==> src/rtl/node_fold_if.sv <==
// Start/ready bus shared by all evaluation-tree nodes.
// master drives ST/IN and observes RD/RES/OVF; slave is the node itself.
interface node_fold_if #(
  parameter int WIDTH = 16,
  parameter int NIN   = 4
);
  logic                 ST;
  logic [NIN*WIDTH-1:0] IN;
  logic                 RD;
  logic [WIDTH-1:0]     RES;
  logic                 OVF;

  modport master (output ST, IN, input RD, RES, OVF);
  modport slave  (input ST, IN, output RD, RES, OVF);
endinterface

==> src/rtl/node_fold.sv <==
// Serial fold node: snapshots NIN operands on a start edge and folds one per
// clock under a compile-time mode (select, sum, max, min).
module node_fold #(
  parameter int WIDTH = 16,
  parameter int NIN   = 4,
  parameter int MODE  = 0,
  parameter int SEL   = 0
) (
  input  logic        CLK,
  input  logic        RST,
  node_fold_if.slave  bus,
  output logic        dbg_busy
);
  // Handshake: a start is a 0->1 step of ST seen while RD=1; RD drops on the
  // next edge and returns high exactly NIN edges later with RES/OVF valid.
  // Starts seen while RD=0 are dropped, never queued.
  localparam int IW = $clog2(NIN + 1);

  typedef enum logic {IDLE = 1'b0, BUSY = 1'b1} state_t;

  state_t               state;
  logic                 st_old;
  logic                 start;
  logic [NIN*WIDTH-1:0] snap;
  logic [WIDTH-1:0]     acc;
  logic [WIDTH-1:0]     op;
  logic [WIDTH-1:0]     acc_nxt;
  logic [WIDTH:0]       sum_w;
  logic [IW-1:0]        idx;
  logic                 carry;
  logic                 carry_nxt;

  assign start    = bus.ST & ~st_old;
  assign dbg_busy = (state == BUSY);

  always_comb begin
    op = '0;
    for (int i = 0; i < NIN; i++) begin
      if (idx == IW'(i)) op = snap[i*WIDTH +: WIDTH];
    end
  end

  // Ties in max/min leave acc alone, so the earliest equal operand wins.
  always_comb begin
    acc_nxt   = acc;
    carry_nxt = carry;
    sum_w     = {1'b0, acc} + {1'b0, op};
    case (MODE)
      1: begin
        acc_nxt   = sum_w[WIDTH-1:0];
        carry_nxt = carry | sum_w[WIDTH];
      end
      2: if (op > acc) acc_nxt = op;
      3: if (op < acc) acc_nxt = op;
      default: if (idx == IW'(SEL)) acc_nxt = op;
    endcase
  end

  always_ff @(posedge CLK) begin
    st_old <= bus.ST;
    if (RST) begin
      state   <= IDLE;
      bus.RD  <= 1'b1;
      bus.RES <= '0;
      bus.OVF <= 1'b0;
      idx     <= '0;
      acc     <= '0;
      carry   <= 1'b0;
    end else begin
      case (state)
        IDLE: begin
          if (start) begin
            snap   <= bus.IN;
            acc    <= bus.IN[WIDTH-1:0];
            idx    <= IW'(1);
            carry  <= 1'b0;
            bus.RD <= 1'b0;
            state  <= BUSY;
          end
        end
        BUSY: begin
          if (idx == IW'(NIN)) begin
            bus.RES <= acc;
            bus.OVF <= (MODE == 1) ? carry : 1'b0;
            bus.RD  <= 1'b1;
            state   <= IDLE;
          end else begin
            acc   <= acc_nxt;
            carry <= carry_nxt;
            idx   <= idx + IW'(1);
          end
        end
        default: state <= IDLE;
      endcase
    end
  end
endmodule

==> src/flat_wrapper.sv <==
// flat-port wrapper written by rule: the top's interface ports become plain ports
module node_fold_flat 
#(
  parameter int WIDTH = 16,
  parameter int NIN   = 4,
  parameter int MODE  = 0,
  parameter int SEL   = 0
)
  (CLK, RST, dbg_busy, bus_ST, bus_IN, bus_RD, bus_RES, bus_OVF);
  node_fold_if #(.WIDTH(WIDTH), .NIN(NIN)) bus_i ();
  input  logic CLK;
  input  logic RST;
  output logic dbg_busy;
  input wire logic [$bits(bus_i.ST)-1:0] bus_ST;
  input wire logic [$bits(bus_i.IN)-1:0] bus_IN;
  output wire logic [$bits(bus_i.RD)-1:0] bus_RD;
  output wire logic [$bits(bus_i.RES)-1:0] bus_RES;
  output wire logic [$bits(bus_i.OVF)-1:0] bus_OVF;
  assign bus_i.ST = bus_ST;
  assign bus_i.IN = bus_IN;
  assign bus_RD = bus_i.RD;
  assign bus_RES = bus_i.RES;
  assign bus_OVF = bus_i.OVF;
  node_fold #(.WIDTH(WIDTH), .NIN(NIN), .MODE(MODE), .SEL(SEL)) u_core (.CLK(CLK), .RST(RST), .bus(bus_i), .dbg_busy(dbg_busy));
endmodule
==> config.mk <==
export PLATFORM = sky130hd
export DESIGN_NAME = node_fold_flat
export DESIGN_NICKNAME = d
export VERILOG_FILES = /design/src/rtl/node_fold_if.sv /design/src/rtl/node_fold.sv /design/src/flat_wrapper.sv
export SDC_FILE = /design/constraint.sdc
export NUM_CORES = 1
export LEC_CHECK = 0
export ABC_CLOCK_PERIOD_IN_PS = 9310
export CAP_MARGIN = 20
export CORE_MARGIN = 5
export CORE_UTILIZATION = 63
export DETAILED_ROUTE_END_ITERATION = 16
export DONT_BUFFER_PORTS = 1
export PLACE_DENSITY = 0.82
export SLEW_MARGIN = 30
export SYNTH_ARGS = -nofsm -noshare
export SYNTH_HDL_FRONTEND = slang
export SYNTH_SLANG_ARGS = --single-unit
==> constraint.sdc <==
create_clock -name CLK -period 9.31 [get_ports CLK]
set_input_delay 1.862 -clock CLK [delete_from_list [all_inputs] [get_ports CLK]]
set_output_delay 1.862 -clock CLK [all_outputs]
set_load 0.05 [all_outputs]
# [After elaboration in Yosys (flattened, before gate mapping)]
# Index checks and enable logic that the tools add are counted.
[totals] reg_bits=102 latch_bits=0 ramBits=0 rom_bits=0 in_bits=67 output_inout_bits=19 wordCells=42 n_memories=0
[classes] addsub=1 multipliers=0 div_mod_pow=0 n_lt_le_gt_ge=0 eq_ne=8 shift=0 mux=16 n_bitwise=4 reduce_logical=6
[ops] cell="16-bit 2-to-1 mux" n=6
[ops] cell="16-bit one-hot mux with 2 select lines" n=1
[ops] cell="3-bit by 2-bit equality test with 1-bit output (second input constant)" n=2
[ops] cell="3-bit 2-to-1 mux" n=2
[ops] cell="2-bit inequality test (second input constant)" n=3
[ops] cell="3-bit one-hot mux with 2 select lines" n=1
[ops] cell="2-bit AND reduction" n=3
[ops] cell="3-bit AND reduction" n=2
[ops] cell="1-bit 2-to-1 mux" n=4
[ops] cell="1-bit one-hot mux with 2 select lines" n=2
[ops] cell="3-bit by 1-bit adder with 3-bit output (second input constant)" n=1
[ops] cell="3-bit by 1-bit equality test with 1-bit output (second input constant)" n=1
[ops] cell="3-bit equality test (second input constant)" n=1
[ops] cell="3-bit zero test" n=1
[ops] cell="1-bit inverter" n=3
[ops] cell="2-bit by 1-bit inequality test with 1-bit output (second input constant)" n=1
[ops] cell="1-bit bitwise AND" n=1

# [Depth between registers and ports, before layout]
# Gate-level depths: netlist of run 1.
[logic_depth] word_depth=7 depth_mapped=7 mapped_depth_nobuf=5

# [Least setup slack after synthesis of run 1]
# OpenSTA, ideal clock, no wires.
[synth_timing] path_kind="input port to flip-flop" startpoint="in bus_ST" endpoint="reg u_core.snap[0], enable pin" setup_time_ps=486 arrival_time_ps=5056 t_required_ps=8824 slack_ps=3768 stages=3 path_buffers=1 path_cell_list="buf_6 or3b_1 nor2_1"
[synth_via] elab_chain_cells=2
[synth_lines] element="start, declared" line_no="flat_wrapper.sv:14" text="input wire logic [$bits(bus_i.ST)-1:0] bus_ST;"
[synth_lines] element="1-bit bitwise AND" line_no="node_fold.sv:33" text="assign start = bus.ST & ~st_old;"
[synth_lines] element="3-bit AND reduction (no line)"
[synth_lines] element="end signal, assigned" line_no="node_fold.sv:73" text="snap <= bus.IN;"
[synth_lines] element="end, declared" line_no="node_fold.sv:24" text="logic [NIN*WIDTH-1:0] snap;"
# Every way passes these cells.
# A chain may end at the register's enable or synchronous reset.

# [Final worst setup path of run 1]
[layout_timing] startpoint="reg u_core.state, in the netlist u_core.dbg_busy" endpoint="out dbg_busy"
[layout_lines] element="start, declared" line_no="node_fold.sv:21" text="state_t state;"
[layout_lines] element="start signal, assigned" line_no="node_fold.sv:62" text="state <= IDLE;"
[layout_lines] element="start signal, assigned" line_no="node_fold.sv:78" text="state <= BUSY;"
[layout_lines] element="start signal, assigned" line_no="node_fold.sv:86" text="state <= IDLE;"
[layout_lines] element="end, declared" line_no="flat_wrapper.sv:13" text="output logic dbg_busy;"
# No word-level cell between the ends.

==> metrics.csv, run 1 <==
stage,metric,value,unit
status,status,completed,
synth,sequential-to-total area share from yosys stat,63.5,%
sta,Final Setup Violations,0,
worst_setup_path,WP data required,7450,ps
layout,number of fill cells,456,
worst_setup_path,critical path endpoint category,output port,
sta,RSZ-0062 raised after global routing,false,
sta,Setup TNS,0,ps
power_and_ir_drop,maximum vdd drop,0.000129,V
clock_network,# H-tree levels,3,
worst_setup_path,Critical path origin,u_core.dbg_busy$_SDFF_PP0_,
worst_setup_path,reg2reg start,u_core.dbg_busy$_SDFF_PP0_,
synth,Syn Area/Cell,13.1,um2
grt,vias in the first global route,2618,
sta,worst setup margin,6120,ps
detailed_routing,DR DRC count,0,
die,Core Area,6420,um2
worst_setup_path,Worst R2R End,u_core.acc[5]$_SDFFE_PP0P_,
die,Die X,91.9,um
grt,first-pass GRT wire length,13.6,mm
detailed_routing,Vias,2677,
layout,diode count,0,
worst_setup_path,CP endpoint,dbg_busy,
clock_network,clock sink count,102,
worst_setup_path,Critical Path Fanout Max,41,
power_and_ir_drop,PwrDens,195,nW/um2
worst_setup_path,crit path DAT,1320,ps
worst_setup_path,CP Launch Type,register,
detailed_routing,Detail Route Antenna Nets,0,
power_and_ir_drop,Psw,208,uW
clock_network,CTS resizes,0,
sta,slew margin rel.,38.7,%
synth,number of synthesized flops with an enable pin,64,
clock_network,clk_lat worst skew,370,ps
power_and_ir_drop,Switching Fraction,24.2,%
detailed_routing,wire per inst,21.7,um
sta,worst-margin pin slew,919,ps
die,row count,29,
clock_network,CTS Buf Count,9,
placement,Cells after DPL,376,
synth,ys async rst share,0,%
worst_setup_path,reg2reg path depth,5,
die,Die H,91.9,um
detailed_routing,vias per cell,6.83,
worst_setup_path,register-to-register setup slack,6930,ps
power_and_ir_drop,leak pwr,0.00146,uW
grt,Tot GR Track Use,21.0,%
power_and_ir_drop,Seq pwr share,60.0,%
worst_setup_path,critical path class,register to output port,
power_and_ir_drop,total power,861,uW
power_and_ir_drop,Clock Power Share,32.0,%
synth,Post-Synthesis Cells,322,
clock_network,Clk Tree Root Cell,clkbuf_8,
synth,Synth Cell Area,4230,um2
sta,final hold vios,0,
clock_network,Bufs on Longest Clock Path,2,
synth,Yosys cell types,32,
sta,Tcrit/Tclk final,34.2,%
power_and_ir_drop,internal power component,653,uW
die,Die ar.,8450,um2
clock_network,"Reg clk slew, reported paths",100,ps
sta,FMAX,0.314,GHz
synth,"FF+latch count, synth",102,
run,max cap viols,0,
detailed_routing,total wire length,8.51,mm
power_and_ir_drop,Comb pwr share,8.0,%
sta,fin crit period,3190,ps
placement,IO Port Bufs,0,
worst_setup_path,Crit. path cell count,0,
placement,RD Place Congestion,0.807,
sta,max-slew violations,0,
placement,Setup WS pre-CTS,5850,ps
sta,Fin Hold WS,458,ps
grt,antenna violations before repair,0,
hold_path,Hold Path Class,register to register,
synth,Syn Nets,394,
clock_network,Post-CTS Setup Bufs,0,
grt,remaining global-route overflow,0,
layout,nets,382,
detailed_routing,TritonRoute pass-1 iters,5,
die,starting density of the core,65.8,%
layout,P&R area growth vs syn,4.32,%
layout,share of cells above drive strength 1,11.1,%
layout,Final Non-Filler Cells,392,
detailed_routing,DRT iter0 DRCs,269,
clock_network,CTS tree,done,
sta,skew final,7.13,ps
grt,largest net degree at the start of global routing,65,
clock_network,# hold bufs at CTS,0,
synth,Yosys warnings,0,
die,I/O Pins,86,
placement,hpwl dp,5.52,mm
synth,ys flop type,edfxtp_1,
==> layer usage <==
layer	global-route usage, %	routed length (um)
met4	9.28	165
met2	32.7	4080
met1	26.5	3390
met3	7.94	866
met5	0	0
==> stage by stage <==
stage / area [um2] / utilization (%)
2_1_floorplan: 4230 / -
3_3_place_gp: 4190 / 65.2
3_5_place_dp: 4210 / 65.6
4_1_cts: 4410 / 68.7
5_1_grt: 4410 / 68.7
6_report: 4410 / 68.7
==> flip-flops by register name, summed over array words and instances, names as in the netlist <==
name,cells
u_core.bus.RD,1
u_core.st_old,1
u_core.idx,3
u_core.acc,16
u_core.snap,64
u_core.bus.RES,16
u_core.dbg_busy,1
==> placed cells by master (no fill, tap or decap), drive strengths merged <==
master,Yosys,final
nor2b,1,1
conb,1,1
a211oi,17,17
o21ai,1,1
edfxtp,64,64
nor3b,2,2
a21boi,1,1
o31ai,16,16
buf,21,4
a22oi,32,32
ha,5,5
or3b,1,1
clkinv,1,4
nand2,34,34
and3,1,1
a21bo,1,1
nor2,1,1
bufinv,0,1
and3b,1,1
a221oi,16,16
nand3b,1,1
inv,3,4
nor3,1,1
nand3,3,3
a21oi,19,19
dfxtp,38,38
o21bai,1,1
clkinvlp,0,2
clkbuf,6,9
nand2b,17,17
or4b,16,16
==> worst min path at each step <==
| stage | startpoint | endpoint | slack [ps] | depth (start not counted) |
|---|---|---|---|---|
| floorplan | u_core.acc[10]$_SDFFE_PP0P_ | u_core.bus.RES[10]$_SDFFE_PP0P_ | 430 | 2 |
| global placement | u_core.acc[12]$_SDFFE_PP0P_ | u_core.bus.RES[12]$_SDFFE_PP0P_ | 440 | 2 |
| detailed placement | u_core.acc[12]$_SDFFE_PP0P_ | u_core.bus.RES[12]$_SDFFE_PP0P_ | 440 | 2 |
| CTS | u_core.acc[12]$_SDFFE_PP0P_ | u_core.bus.RES[12]$_SDFFE_PP0P_ | 460 | 2 |
| global route | u_core.acc[9]$_SDFFE_PP0P_ | u_core.bus.RES[9]$_SDFFE_PP0P_ | 500 | 2 |
| finish | u_core.acc[12]$_SDFFE_PP0P_ | u_core.bus.RES[12]$_SDFFE_PP0P_ | 460 | 2 |
==> cell families (layout without fill, tap and decap cells) <==
group           count (synthesis)  count (layout)  share of synthesized area (%)
buf+inv                        31              24                           4.14
compound gates                104             104                           19.2
other cells                     1               1                         0.0887
simple gates                   79              79                           11.7
fa+ha+maj                       5               5                           1.48
flops                         102             102                           63.5
==> final cells by class <==
class / count / area, um2 / share of cell area (%)
Multi-Input combinational cell: 189 / 1380 / 31.3
Tap cell: 77 / 96.3 / 2.19
Sequential cell: 102 / 2680 / 60.9
Timing Repair Buffer: 4 / 37.5 / 0.851
Inverter: 4 / 15.0 / 0.341
Clock inverter: 7 / 73.8 / 1.67
Clock buffer: 9 / 124 / 2.81
==> power by group through the flow <==
stage / Sequential, uW / Combinational [uW] / Clock, uW
after floorplan: 518 / 62.9 / 0
after global placement: 525 / 63.8 / 0
after detailed placement: 526 / 67.5 / 0
after CTS: 516 / 68.2 / 278
after global routing: 518 / 74.3 / 303
final: 516 / 68.9 / 276
==> synth_stat cells (all sizes together), types with 2 or more instances <==
| cell type | n | area share (%) |
|---|---|---|
| nand2b | 17 | 2.5 |
| clkbuf | 6 | 0.53 |
| nand3 | 3 | 0.36 |
| a21oi | 19 | 2.2 |
| inv | 3 | 0.27 |
| buf | 21 | 3.3 |
| a211oi | 17 | 4.1 |
| nor3b | 2 | 0.89 |
| dfxtp | 38 | 18 |
| ha | 5 | 1.5 |
| a221oi | 16 | 3.3 |
| nand2 | 34 | 3.0 |
| a22oi | 32 | 5.7 |
| o31ai | 16 | 2.8 |
| edfxtp | 64 | 45 |
| or4b | 16 | 3.8 |
Power figures use the tool's default switching activity.
==> run 2: changes to the inputs <==
Settings changed: ABC_AREA set to 1, ABC_CLOCK_PERIOD_IN_PS 9310 to 2770, CORE_UTILIZATION 63 to 57, PLACE_DENSITY 0.82 to 0.78.
Clock period 9.31 ns to 2.77 ns, I/O delays scaled along.
==> run 2 against run 1 <==
Compared with the run above: power rose to 3.3 times the previous value; first-iteration DRC count fell by 41%; count of clock-buffer cells in the layout rose by 2; die area rose by 13%; synthesized cell count rose by 40%; combinational power rose to 3.2 times the previous value; sequential cell count did not move; global-route usage fell by 2.4 points; sequential share of layout area fell by 2.0 points; via count rose by 7.2%; critical endpoint is now u_core.snap[38]$_DFFE_PP_; largest power group unchanged; highest routed layer unchanged.
==> metrics.csv, run 2 <==
stage,metric,value,unit,change
worst_setup_path,critical path endpoint category,register,,was output port
placement,Setup WS pre-CTS,694,ps,was 5850 ps
worst_setup_path,worst path bufs/invs,2,,
sta,skew final,11.9,ps,was 7.13 ps
synth,Synth Cell Area,4370,um2,was 4230 um2
synth,Compound-Gate Fraction of Synth Area,9.73,%,was 19.2%
worst_setup_path,CP Launch Type,register,,unchanged
layout,most frequent cells in the layout,"nand2_1 (72), inv_1 (71), edfxtp_1 (64)",,"was edfxtp_1 (64), dfxtp_1 (37), nand2_1 (34)"
power_and_ir_drop,maximum vdd drop,0.000358,V,was 0.000129 V
die,Die X,97.6,um,was 91.9 um
synth,Syn Area/Cell,9.67,um2,was 13.1 um2
clock_network,CTS tree,done,,unchanged
sta,worst setup margin,674,ps,was 6120 ps
hold_path,hold_sp,bus_ST,,was u_core.acc[12]$_SDFFE_PP0P_
clock_network,Post-CTS Setup Bufs,0,,unchanged
detailed_routing,wire per inst,15.4,um,was 21.7 um
die,Die ar.,9520,um2,was 8450 um2
clock_network,Clk Tree Root Cell,clkbuf_8,,unchanged
worst_setup_path,critical path's top delay family,buffers and inverters,,
grt,Tot GR Track Use,18.6,%,was 21.0%
clock_network,# hold bufs at CTS,0,,unchanged
synth,Yosys warnings,0,,unchanged
synth,sequential-to-total area share from yosys stat,61.4,%,was 63.5%
die,starting density of the core,57.5,%,was 65.8%
layout,diode count,0,,unchanged
die,Die H,97.6,um,was 91.9 um
hold_path,Hold Path Class,input pin to register,,was register to register
clock_network,# H-tree levels,3,,unchanged
clock_network,clock sink count,102,,unchanged
grt,first-pass GRT wire length,14.0,mm,was 13.6 mm
placement,RD Place Congestion,0.862,,was 0.807
synth,post-synth top area share,44.0,%,was 45.5%
worst_setup_path,slowest cell on the critical path,dfxtp_1,,
grt,largest net degree at the start of global routing,65,,unchanged
layout,share of cells above drive strength 1,6.50,%,was 11.1%
synth,Yosys cell types,25,,was 32
grt,remaining global-route overflow,0,,unchanged
layout,P&R area growth vs syn,4.32,%,about the same
grt,antenna violations before repair,0,,unchanged
sta,worst-margin pin slew,703,ps,was 919 ps
worst_setup_path,Worst R2R End,u_core.snap[38]$_DFFE_PP_,,was u_core.acc[5]$_SDFFE_PP0P_
layout,Largest register FFs,64,,unchanged
layout,Largest Register,u_core.snap,,unchanged
synth,post-synth top area cell,edfxtp_1,,unchanged
detailed_routing,DR DRC count,0,,unchanged
synth,Synth area leaders,"edfxtp_1 (44%), dfxtp_1 (17%), nand2_1 (6.2%)",,"was edfxtp_1 (45%), dfxtp_1 (18%), a22oi_1 (5.7%)"
clock_network,"Reg clk slew, reported paths",100,ps,about the same
sta,RSZ-0062 raised after global routing,false,,unchanged
detailed_routing,Detail Route Antenna Nets,0,,unchanged
synth,"count leader, synth",nand2_1,,was edfxtp_1
sta,Setup TNS,0,ps,unchanged
synth,ys async rst share,0,%,unchanged
clock_network,Bufs on Longest Clock Path,2,,unchanged
hold_path,Min-Delay Endpoint,u_core.st_old$_DFF_P_,,was u_core.bus.RES[12]$_SDFFE_PP0P_
die,I/O Pins,86,,unchanged
clock_network,CTS Buf Count,9,,unchanged
run,max cap viols,0,,unchanged
detailed_routing,DRT iter0 DRCs,160,,was 269
synth,"FF+latch count, synth",102,,unchanged
worst_setup_path,reg2reg path depth,4,,was 5
synth,xor/xnor share of the synthesized area,0,%,unchanged
worst_setup_path,register-to-register setup slack,670,ps,was 6930 ps
synth,number of synthesized flops with an enable pin,64,,unchanged
status,status,completed,,unchanged
synth,adder-cell share of the synthesized area,1.43,%,was 1.48%
clock_network,clk_lat worst skew,370,ps,about the same
worst_setup_path,reg2reg start,u_core.dbg_busy$_SDFF_PP0_,,unchanged
worst_setup_path,critical path class,register to register,,was register to output port
layout,Largest regs,"u_core.snap (64), u_core.acc (16), u_core.bus.RES (16)",,unchanged
worst_setup_path,"slowest stage delay, CP",550,ps,
layout,"commonest non-fill, non-tap cell in the layout",nand2_1,,was edfxtp_1
synth,Post-Synthesis Cells,452,,was 322
synth,mux share of post-synthesis cell area,0,%,unchanged
worst_setup_path,crit path DAT,2140,ps,was 1320 ps
placement,IO Port Bufs,0,,unchanged
detailed_routing,vias per cell,5.24,,was 6.83
sta,fin crit period,2100,ps,
grt,vias in the first global route,2755,,was 2618
detailed_routing,TritonRoute pass-1 iters,5,,unchanged
detailed_routing,total wire length,8.46,mm,was 8.51 mm
worst_setup_path,Critical Path Fanout Max,64,,was 41
die,row count,32,,was 29
sta,max-slew violations,0,,unchanged
worst_setup_path,worst path cell trace,"inv_2, nand3b_4, nor2_4, buf_12",,
sta,slew margin rel.,53.1,%,was 38.7%
placement,hpwl dp,5.89,mm,was 5.52 mm
worst_setup_path,WP data required,2810,ps,was 7450 ps
synth,Syn Nets,524,,was 394
sta,Tcrit/Tclk final,75.7,%,
synth,ys flop type,edfxtp_1,,unchanged
sta,Final Setup Violations,0,,unchanged
die,Core Area,7610,um2,was 6420 um2
clock_network,CTS resizes,0,,unchanged
synth,commonest cells in the netlist,"nand2_1 (72), inv_1 (71), edfxtp_1 (64), nand3_1 (49), dfxtp_1 (38)",,"was edfxtp_1 (64), dfxtp_1 (38), nand2_1 (34), a22oi_1 (32), a21oi_1 (19)"
power_and_ir_drop,leak pwr,0.00186,uW,was 0.00146 uW
sta,FMAX,0.477,GHz,
synth,post-synthesis simple-gate area fraction,16.6,%,was 11.7%
synth,largest family of logic cells by synthesized area,simple AND/OR/NAND/NOR gates,,was compound AO/OA/AOI/OAI gates
sta,final hold vios,0,,unchanged
sta,Fin Hold WS,200,ps,was 458 ps
detailed_routing,Vias,2870,,was 2677
power_and_ir_drop,PwrDens,632,nW/um2,was 195 nW/um2
hold_path,Hold Path Depth,0,,was 2
layout,nets,513,,was 382
==> run 2: changes by cell type after synthesis, moves of 29 or more <==
cell	change
nor2_1	+33
inv_1	+68
o21ai_0	+36
a22oi_1	-29
nand2_1	+38
nand3_1	+46
==> run 2: power by group <==
group	switching (uW)	internal, uW
clock	527	424
combinational	150	71.5
sequential	34.1	1680
total	710	2170
==> run 2: worst max path at each step <==
| stage | depth (start not counted) | end | slack, ps | startpoint |
|---|---|---|---|---|
| 2_1_floorplan | 5 | u_core.snap[0]$_DFFE_PP_ | 370 | u_core.dbg_busy$_SDFF_PP0_ |
| 3_3_place_gp | 4 | u_core.snap[25]$_DFFE_PP_ | 740 | u_core.dbg_busy$_SDFF_PP0_ |
| 3_5_place_dp | 4 | u_core.snap[39]$_DFFE_PP_ | 690 | u_core.dbg_busy$_SDFF_PP0_ |
| 4_1_cts | 4 | u_core.snap[38]$_DFFE_PP_ | 670 | u_core.dbg_busy$_SDFF_PP0_ |
| 5_1_grt | 4 | u_core.snap[38]$_DFFE_PP_ | 560 | u_core.dbg_busy$_SDFF_PP0_ |
| 6_report | 4 | u_core.snap[38]$_DFFE_PP_ | 670 | u_core.dbg_busy$_SDFF_PP0_ |
==> run 2: area by class of cell <==
class                   instances  area (um2)
clock buffers                  11         163
clock inverters                 5        46.3
fillers                       652        3050
inverters                      74         280
multi-input cells             251        1230
flip-flops and latches        102        2680
well taps                     102         128
repair buffers                  3        35.0
==> run 2: kinds of logic (layout without fill, tap and decap cells) <==
logic type,Yosys count,count (layout)
simple gates,162,162
flops,102,102
buf+inv,99,93
compound gates,83,83
fa+ha+maj,5,5
other cells,1,1
==> run 2: per-stage QoR <==
stage               std cells  power, uW  cell area [um2]  utilization [%]
floorplan                 452       1930             4380                -
global placement          532       1950             4350             57.2
detailed placement        532       1960             4350             57.2
CTS                       548       2910             4560             60.0
global route              548       3020             4560             60.0
finish                    548       2880             4560             60.0
==> run 2: worst reg2reg max path: cells and delay by family (launching register included) <==
kind                   cells  cell delay, ps
flip-flops                 1             550
AND/OR/NAND/NOR            2             480
buffers and inverters      2             720
==> run 2: layer usage <==
metal / vias to the layer above / share of wire [%] / track usage (%)
met3: 18 / 8.9 / 5.81
li1: 1449 / - / -
met4: 0 / 2.6 / 9.05
met2: 124 / 42 / 24.7
met5: - / 0 / 0
met1: 1279 / 47 / 27.4
